--- config.mk ---
export PLATFORM = sky130hd
export DESIGN_NAME = wb_hazard_scoreboard
export DESIGN_NICKNAME = d
export VERILOG_FILES = /design/src/rtl/wb_hazard_scoreboard_pkg.sv /design/src/rtl/wb_hazard_scoreboard_sb_tag_fifo.sv /design/src/rtl/wb_hazard_scoreboard.sv
export SDC_FILE = /design/constraint.sdc
export NUM_CORES = 1
export LEC_CHECK = 0
export BUFFER_PORTS_ARGS = -buffer_cell sky130_fd_sc_hd__buf_2
export CORE_ASPECT_RATIO = 1.2
export CORE_UTILIZATION = 30
export CTS_CLUSTER_SIZE = 14
export DETAILED_ROUTE_END_ITERATION = 10
export PLACE_DENSITY_LB_ADDON = 0.12
export SLEW_MARGIN = 20
export SYNTH_ARGS = -nofsm -noshare
export SYNTH_HDL_FRONTEND = slang
export SYNTH_HIERARCHICAL = 1
export SYNTH_SLANG_ARGS = --single-unit
--- constraint.sdc ---
create_clock -name clk -period 7.8 [get_ports clk]
set_clock_uncertainty 0.2 [all_clocks]
set_input_delay 1.17 -clock clk [delete_from_list [all_inputs] [get_ports clk]]
set_output_delay 1.17 -clock clk [all_outputs]
set_load 0.1 [all_outputs]
--- src/rtl/wb_hazard_scoreboard_pkg.sv ---
// Shared types and constants for the issue/retire hazard scoreboard.
package wb_hazard_scoreboard_pkg;

    localparam int unsigned SB_DEPTH = 4;
    localparam int unsigned SB_TAG_W = 6;

    typedef enum logic [1:0] {
        SB_RUN   = 2'd0,
        SB_DRAIN = 2'd1,
        SB_SOLO  = 2'd2,
        SB_FLUSH = 2'd3
    } sb_state_e;

    // One in-flight destination record: {rd, wen}
    typedef struct packed {
        logic [4:0] rd;
        logic       wen;
    } sb_tag_t;

endpackage

--- src/rtl/wb_hazard_scoreboard_sb_tag_fifo.sv ---
// In-order tag FIFO holding {rd, wen} for every issued, uncommitted instruction.
// All slots are exposed with per-slot valid bits so the top can compare in parallel.
module wb_hazard_scoreboard_sb_tag_fifo
    import wb_hazard_scoreboard_pkg::*;
#(
    parameter int unsigned DEPTH = SB_DEPTH,
    parameter int unsigned PTR_W = 2
) (
    input  logic                      clk,
    input  logic                      rst_n,
    input  logic                      clr,
    input  logic                      push,
    input  sb_tag_t                   push_tag,
    input  logic                      pop,
    output logic [PTR_W:0]            count,
    output sb_tag_t                   head_tag,
    output logic [DEPTH*SB_TAG_W-1:0] entries,
    output logic [DEPTH-1:0]          entry_vld
);

    sb_tag_t          mem_q [DEPTH];
    sb_tag_t          mem_d [DEPTH];
    logic [PTR_W-1:0] head_q, head_d;
    logic [PTR_W-1:0] tail_q, tail_d;
    logic [PTR_W:0]   count_q, count_d;
    logic [DEPTH-1:0] vld_q, vld_d;

    // Next-state: clear wins; otherwise pop at head and push at tail independently
    always_comb begin
        mem_d   = mem_q;
        head_d  = head_q;
        tail_d  = tail_q;
        count_d = count_q;
        vld_d   = vld_q;
        if (clr) begin
            head_d  = '0;
            tail_d  = '0;
            count_d = '0;
            vld_d   = '0;
        end else begin
            if (pop) begin
                vld_d[head_q] = 1'b0;
                head_d        = head_q + PTR_W'(1);
            end
            if (push) begin
                mem_d[tail_q] = push_tag;
                vld_d[tail_q] = 1'b1;
                tail_d        = tail_q + PTR_W'(1);
            end
            unique case ({push, pop})
                2'b10:   count_d = count_q + (PTR_W+1)'(1);
                2'b01:   count_d = count_q - (PTR_W+1)'(1);
                default: count_d = count_q;
            endcase
        end
    end

    // State registers
    always_ff @(posedge clk or negedge rst_n) begin
        if (!rst_n) begin
            for (int i = 0; i < DEPTH; i++) begin
                mem_q[i] <= '0;
            end
            head_q  <= '0;
            tail_q  <= '0;
            count_q <= '0;
            vld_q   <= '0;
        end else begin
            mem_q   <= mem_d;
            head_q  <= head_d;
            tail_q  <= tail_d;
            count_q <= count_d;
            vld_q   <= vld_d;
        end
    end

    // Flatten storage for the parallel hazard comparators
    always_comb begin
        entries = '0;
        for (int i = 0; i < DEPTH; i++) begin
            entries[i*SB_TAG_W +: SB_TAG_W] = mem_q[i];
        end
    end

    assign count     = count_q;
    assign head_tag  = mem_q[head_q];
    assign entry_vld = vld_q;

endmodule

--- src/rtl/wb_hazard_scoreboard.sv ---
// In-order issue/retire scoreboard: gates the D->E handshake on RAW hazards,
// occupancy and serializing instructions, and raises flush after a redirecting commit.
module wb_hazard_scoreboard
    import wb_hazard_scoreboard_pkg::*;
#(
    parameter int unsigned DEPTH = SB_DEPTH,
    parameter int unsigned PTR_W = 2
) (
    input  logic             clk,
    input  logic             rst_n,
    input  logic             id_valid,
    input  logic [4:0]       id_rs1,
    input  logic             id_rs1_used,
    input  logic [4:0]       id_rs2,
    input  logic             id_rs2_used,
    input  logic [4:0]       id_rd,
    input  logic             id_rd_wen,
    input  logic             id_serial,
    output logic             id_ready,
    input  logic             ex_ready,
    output logic             ex_valid,
    input  logic             wb_valid,
    input  logic [4:0]       wb_rd,
    input  logic             wb_rd_wen,
    input  logic             wb_redirect,
    output logic             flush,
    output logic [PTR_W:0]   inflight,
    output logic             sb_empty,
    output logic             sb_full,
    output logic             tag_err
);

    localparam logic [PTR_W:0] FULL_CNT = (PTR_W+1)'(DEPTH);

    sb_state_e                 state_q, state_d;
    logic                      tag_err_q, tag_err_d;
    logic [PTR_W:0]            count;
    sb_tag_t                   head_tag;
    logic [DEPTH*SB_TAG_W-1:0] entries;
    logic [DEPTH-1:0]          entry_vld;
    logic                      raw_hit, block, issue, redirect, fifo_pop;

    assign redirect = wb_valid & wb_redirect;
    assign sb_empty = (count == '0);
    assign sb_full  = (count == FULL_CNT);
    assign inflight = count;
    // Redirect clears the FIFO, so a pop in the same cycle is moot
    assign fifo_pop = wb_valid & ~sb_empty & ~redirect;

    wb_hazard_scoreboard_sb_tag_fifo #(
        .DEPTH (DEPTH),
        .PTR_W (PTR_W)
    ) u_tag_fifo (
        .clk       (clk),
        .rst_n     (rst_n),
        .clr       (redirect),
        .push      (issue),
        .push_tag  ({id_rd, id_rd_wen}),
        .pop       (fifo_pop),
        .count     (count),
        .head_tag  (head_tag),
        .entries   (entries),
        .entry_vld (entry_vld)
    );

    // RAW compare against every live writer; x0 sources never match
    always_comb begin
        sb_tag_t tag;
        tag     = '0;
        raw_hit = 1'b0;
        for (int i = 0; i < DEPTH; i++) begin
            tag = entries[i*SB_TAG_W +: SB_TAG_W];
            if (entry_vld[i] && tag.wen) begin
                if (id_rs1_used && (id_rs1 != 5'd0) && (tag.rd == id_rs1)) raw_hit = 1'b1;
                if (id_rs2_used && (id_rs2 != 5'd0) && (tag.rd == id_rs2)) raw_hit = 1'b1;
            end
        end
    end

    // Issue gating; the retiring entry still blocks this cycle (no write-through)
    always_comb begin
        block = raw_hit | sb_full | (state_q != SB_RUN) | (id_serial & ~sb_empty) | redirect;
        ex_valid = id_valid & ~block;
        id_ready = ex_ready & ~block;
        issue    = id_valid & id_ready;
    end

    // Sequencing FSM next state; redirect overrides everything
    always_comb begin
        state_d = state_q;
        if (redirect) begin
            state_d = SB_FLUSH;
        end else begin
            unique case (state_q)
                SB_RUN: begin
                    if (id_valid && id_serial) begin
                        if (!sb_empty) state_d = SB_DRAIN;
                        else if (issue) state_d = SB_SOLO;
                    end
                end
                SB_DRAIN: begin
                    // Leave as soon as the last older instruction retires
                    if (sb_empty || ((count == (PTR_W+1)'(1)) && fifo_pop)) state_d = SB_RUN;
                end
                SB_SOLO: begin
                    if (wb_valid) state_d = SB_RUN;
                end
                SB_FLUSH: state_d = SB_RUN;
                default:  state_d = SB_RUN;
            endcase
        end
    end

    // Sticky protocol error: commit with nothing in flight or with the wrong tag
    always_comb begin
        tag_err_d = tag_err_q;
        if (wb_valid && (sb_empty || ({wb_rd, wb_rd_wen} != head_tag))) tag_err_d = 1'b1;
    end

    // State registers
    always_ff @(posedge clk or negedge rst_n) begin
        if (!rst_n) begin
            state_q   <= SB_RUN;
            tag_err_q <= 1'b0;
        end else begin
            state_q   <= state_d;
            tag_err_q <= tag_err_d;
        end
    end

    assign flush   = (state_q == SB_FLUSH);
    assign tag_err = tag_err_q;

endmodule

==> impl_results.md <==
* Setup violation total in the final timing report at 0
* Final number of hold-violating endpoints at 0
* Die width at 86.0 um
* Post-route insts no fill at 374
* Status: finished clean
* Period minus WS final at 4.81 ns
* Row count at 36
* Critical Path Fanout Max at 15
* Overall Global Routing Usage at 16.0%
* Number of buffers inserted during clock tree synthesis at 5
* # hold bufs at CTS at 0
* Clock tree from TritonCTS: done
* Distinct cells, synth at between 40 and 50
* DR vias/cell at 4.89
* Average instance area after synthesis at 11.2 um^2
* Register-to-Register Path Depth at 9
* GP Congestion at 0.835
* Cell type with the largest total area after synthesis: dfrtp_1
* Aggregate routed wire length at 6450 um
* Unrepaired setup endpoints after global routing: false
* Sinks on Clock Net at 38
* Iter 0 DRT Violations at 34
* Pin count of the biggest net entering global routing at 39
* Path type of the worst min-delay path: flop to flop
* Setup slack on the worst flop-to-flop path at 4.47 ns
* Peak clock frequency supported by timing at approximately 0.21 GHz
* Clock edge transition at the registers on the reported setup and hold paths at 0.08 ns
* Floorplan Core Area at 8150 um^2
* Instance count of the mapped netlist at 227
* Area of the multi-input gates at between 1000 and 1500 um^2
* Post-synth EDFFs at 0
* DP Worst Slack at approximately 3 ns
* Count of filler cells inserted in the layout at 845
* Leftover overflow at the end of global routing at 0
* Diode insertion count for antenna repair at 0
* Setup bufs post-CTS at 0
* Worst min-delay path startpoint: tag_err
* Post-detail-place hpwl at 4910 um
* Number of vias in the routed layout at 1830
* Data required time at the worst endpoint at 6.43 ns
* Share of async-settable or async-resettable flops after synthesis at 100%
* Final worst-path setup slack at between 2 and 3 ns
* Launching point of the worst reg2reg path: u_tag_fifo/count[0]
* Average wire per cell in the routed design at 17.2 um
* Number of pins exceeding their max-slew limit in the final report at 0
* Yosys warnings at 6
* Clock latency on the worst-skew pair at 0.31 ns
* Initial standard-cell utilization of the core at 31.1%
* Post-cts resize count at 0
* Number of port buffers at 39
* DRC violations left at 0
* Slowest cell delay on critical path at 0.52 ns
* Main area contributors after synthesis: dfrtp_1, xor2_1, mux2_2, xnor2_1, mux4_2
* Number of max-capacitance violations reported at 0
* Initial DRT Pass Iterations at 4
* Deepest clock path buffer count at 2
* P per Cell Area at 286 nW/um^2
* Chain of cells forming the critical path: buf_2 > and2_1 > nor2_1 > or4bb_1 > or4_4 > nor2_1 > buf_2
* Area of all sequential standard cells at 951 um^2
* Final net count at roughly 300
* Endpoint kind of the worst setup timing path: output port
* Worst hold endpoint: tag_err
* Detail Route Antenna Nets at 0
* Highest-delay cell along the critical path: or4bb_1
* First-pass GRT wire length at 10400 um
* Post-synthesis instance area at ~2500 um^2
* CTS H-Tree Depth at 2
* Number of global-route vias before repair at around 1900
* Layout cell share with drive strength beyond 1 at 32.7%
* Area share of the largest cell type after synthesis at a little under two fifths
* Post-synth net total at 267
* Launching element type of the critical path: input port
* Cell at the root of the clock tree: clkbuf_8
* Top library cells by usage in the layout, fill and taps aside: buf_2, dfrtp_1, xor2_1
* Placed cells at ~370
* Arrival time of the worst setup path at 3.44 ns
* Final sum of negative setup slack at 0 ns
* Primary FF master, synth: dfrtp_1
* Height of the die at roughly 100 um
* Ports placed on the boundary at 40
* Reported leakage power at roughly 1.3 nW
* Synthesis-stage register bit count at 38
* Hold Path Cell Cnt at 1
* Sequential cell area fraction in the yosys report at 37.5%
* Capture point of the worst reg-to-reg path: u_tag_fifo/count[2]
* Die area at slightly below 9000 um^2
* Number of antenna violations at the first check in global routing at 0
* Worst vdd ir at 0.0000650 V
* Worst Max-Slew Pin Slew at about 0.89 ns
* Total chip power at 0.826 mW
* Core Util, Final at between 30% and 40%
* Setup Crit Path Kind: input port to output port
* Commonest non-fill, non-tap cell in the layout: buf_2
* Final Cycle Share at between 60 and 70%
* Area growth syn-to-layout at 13.6%
* Max-Slew Margin vs Limit at between 40% and 50%
==> worst max-delay path, delay by kind of cell <==
kind                   cells  cell delay [ns]
buffers and inverters      2             0.55
AND/OR/NAND/NOR            5             1.71
==> worst max-delay path by stage <==
stage                           to           startpoint
after CTS                 id_ready             wb_valid
final                     id_ready             wb_valid
after floorplan           id_ready  u_tag_fifo/count[0]
after global placement    id_ready             wb_valid
after detailed placement  id_ready             wb_valid
after global routing      id_ready             wb_valid
==> state kept, by name, summed over array words and instances, names as in the netlist <==
signal                cells
state_q                   2
u_tag_fifo/entries       24
u_tag_fifo/entry_vld      4
u_tag_fifo/tail_q         2
u_tag_fifo/head_q         2
u_tag_fifo/count          3
tag_err                   1
==> report_power, final <==
part           total (mW)  switching [mW]  internal [mW]
Combinational       0.369           0.220          0.149
Clock               0.142          0.0786         0.0629
Sequential          0.315          0.0759          0.239
Total               0.826           0.375          0.451
==> area by class of cell <==
type / instances / area share, %
Clock buffer: 5 / 2.39
Timing Repair Buffer: 40 / 7.03
Multi-Input combinational cell: 169 / 51.3
Clock inverter: 3 / 0.738
Tap cell: 114 / 4.95
Sequential cell: 38 / 33.0
Inverter: 5 / 0.651
==> routing by layer <==
metal	routed length, um	global-route usage (%)
met1	2930	20.6
met2	3090	26.6
met3	248	2.96
met4	179	6.41
met5	0	0
==> stage by stage <==
stage / hold WS [ns] / area [um^2]
2_1_floorplan: 0.291 / 2540
3_3_place_gp: 0.248 / 2790
3_5_place_dp: 0.253 / 2790
4_1_cts: 0.272 / 2880
5_1_grt: 0.308 / 2880
6_report: 0.271 / 2880
==> kinds of logic after synthesis <==
family | after synthesis | synth area share, %
AND/OR/NAND/NOR | 60 | 13.8
buffers and inverters | 20 | 4.29
adder cells (fa/ha/maj) | 9 | 4.73
flip-flops | 38 | 37.5
AO/OA/AOI/OAI | 17 | 5.03
XOR/XNOR | 50 | 17.5
multiplexers | 33 | 17.2
==> cell usage after synthesis, types with 2 or more instances <==
cell type	number
a21oi_1	2
a22oi_1	4
a31oi_1	2
and2_1	3
buf_2	3
buf_4	2
buf_6	3
clkbuf_1	7
dfrtp_1	38
ha_1	8
inv_1	5
mux2_2	23
mux2i_1	3
mux4_2	6
nand2_1	10
nand3_1	2
nand4_1	7
nor2_1	13
nor3_1	2
nor3b_1	4
nor4_1	9
o21ai_2	2
or4_4	3
xnor2_1	19
xor2_1	30
No activity file was read; power rests on OpenSTA's default activity.
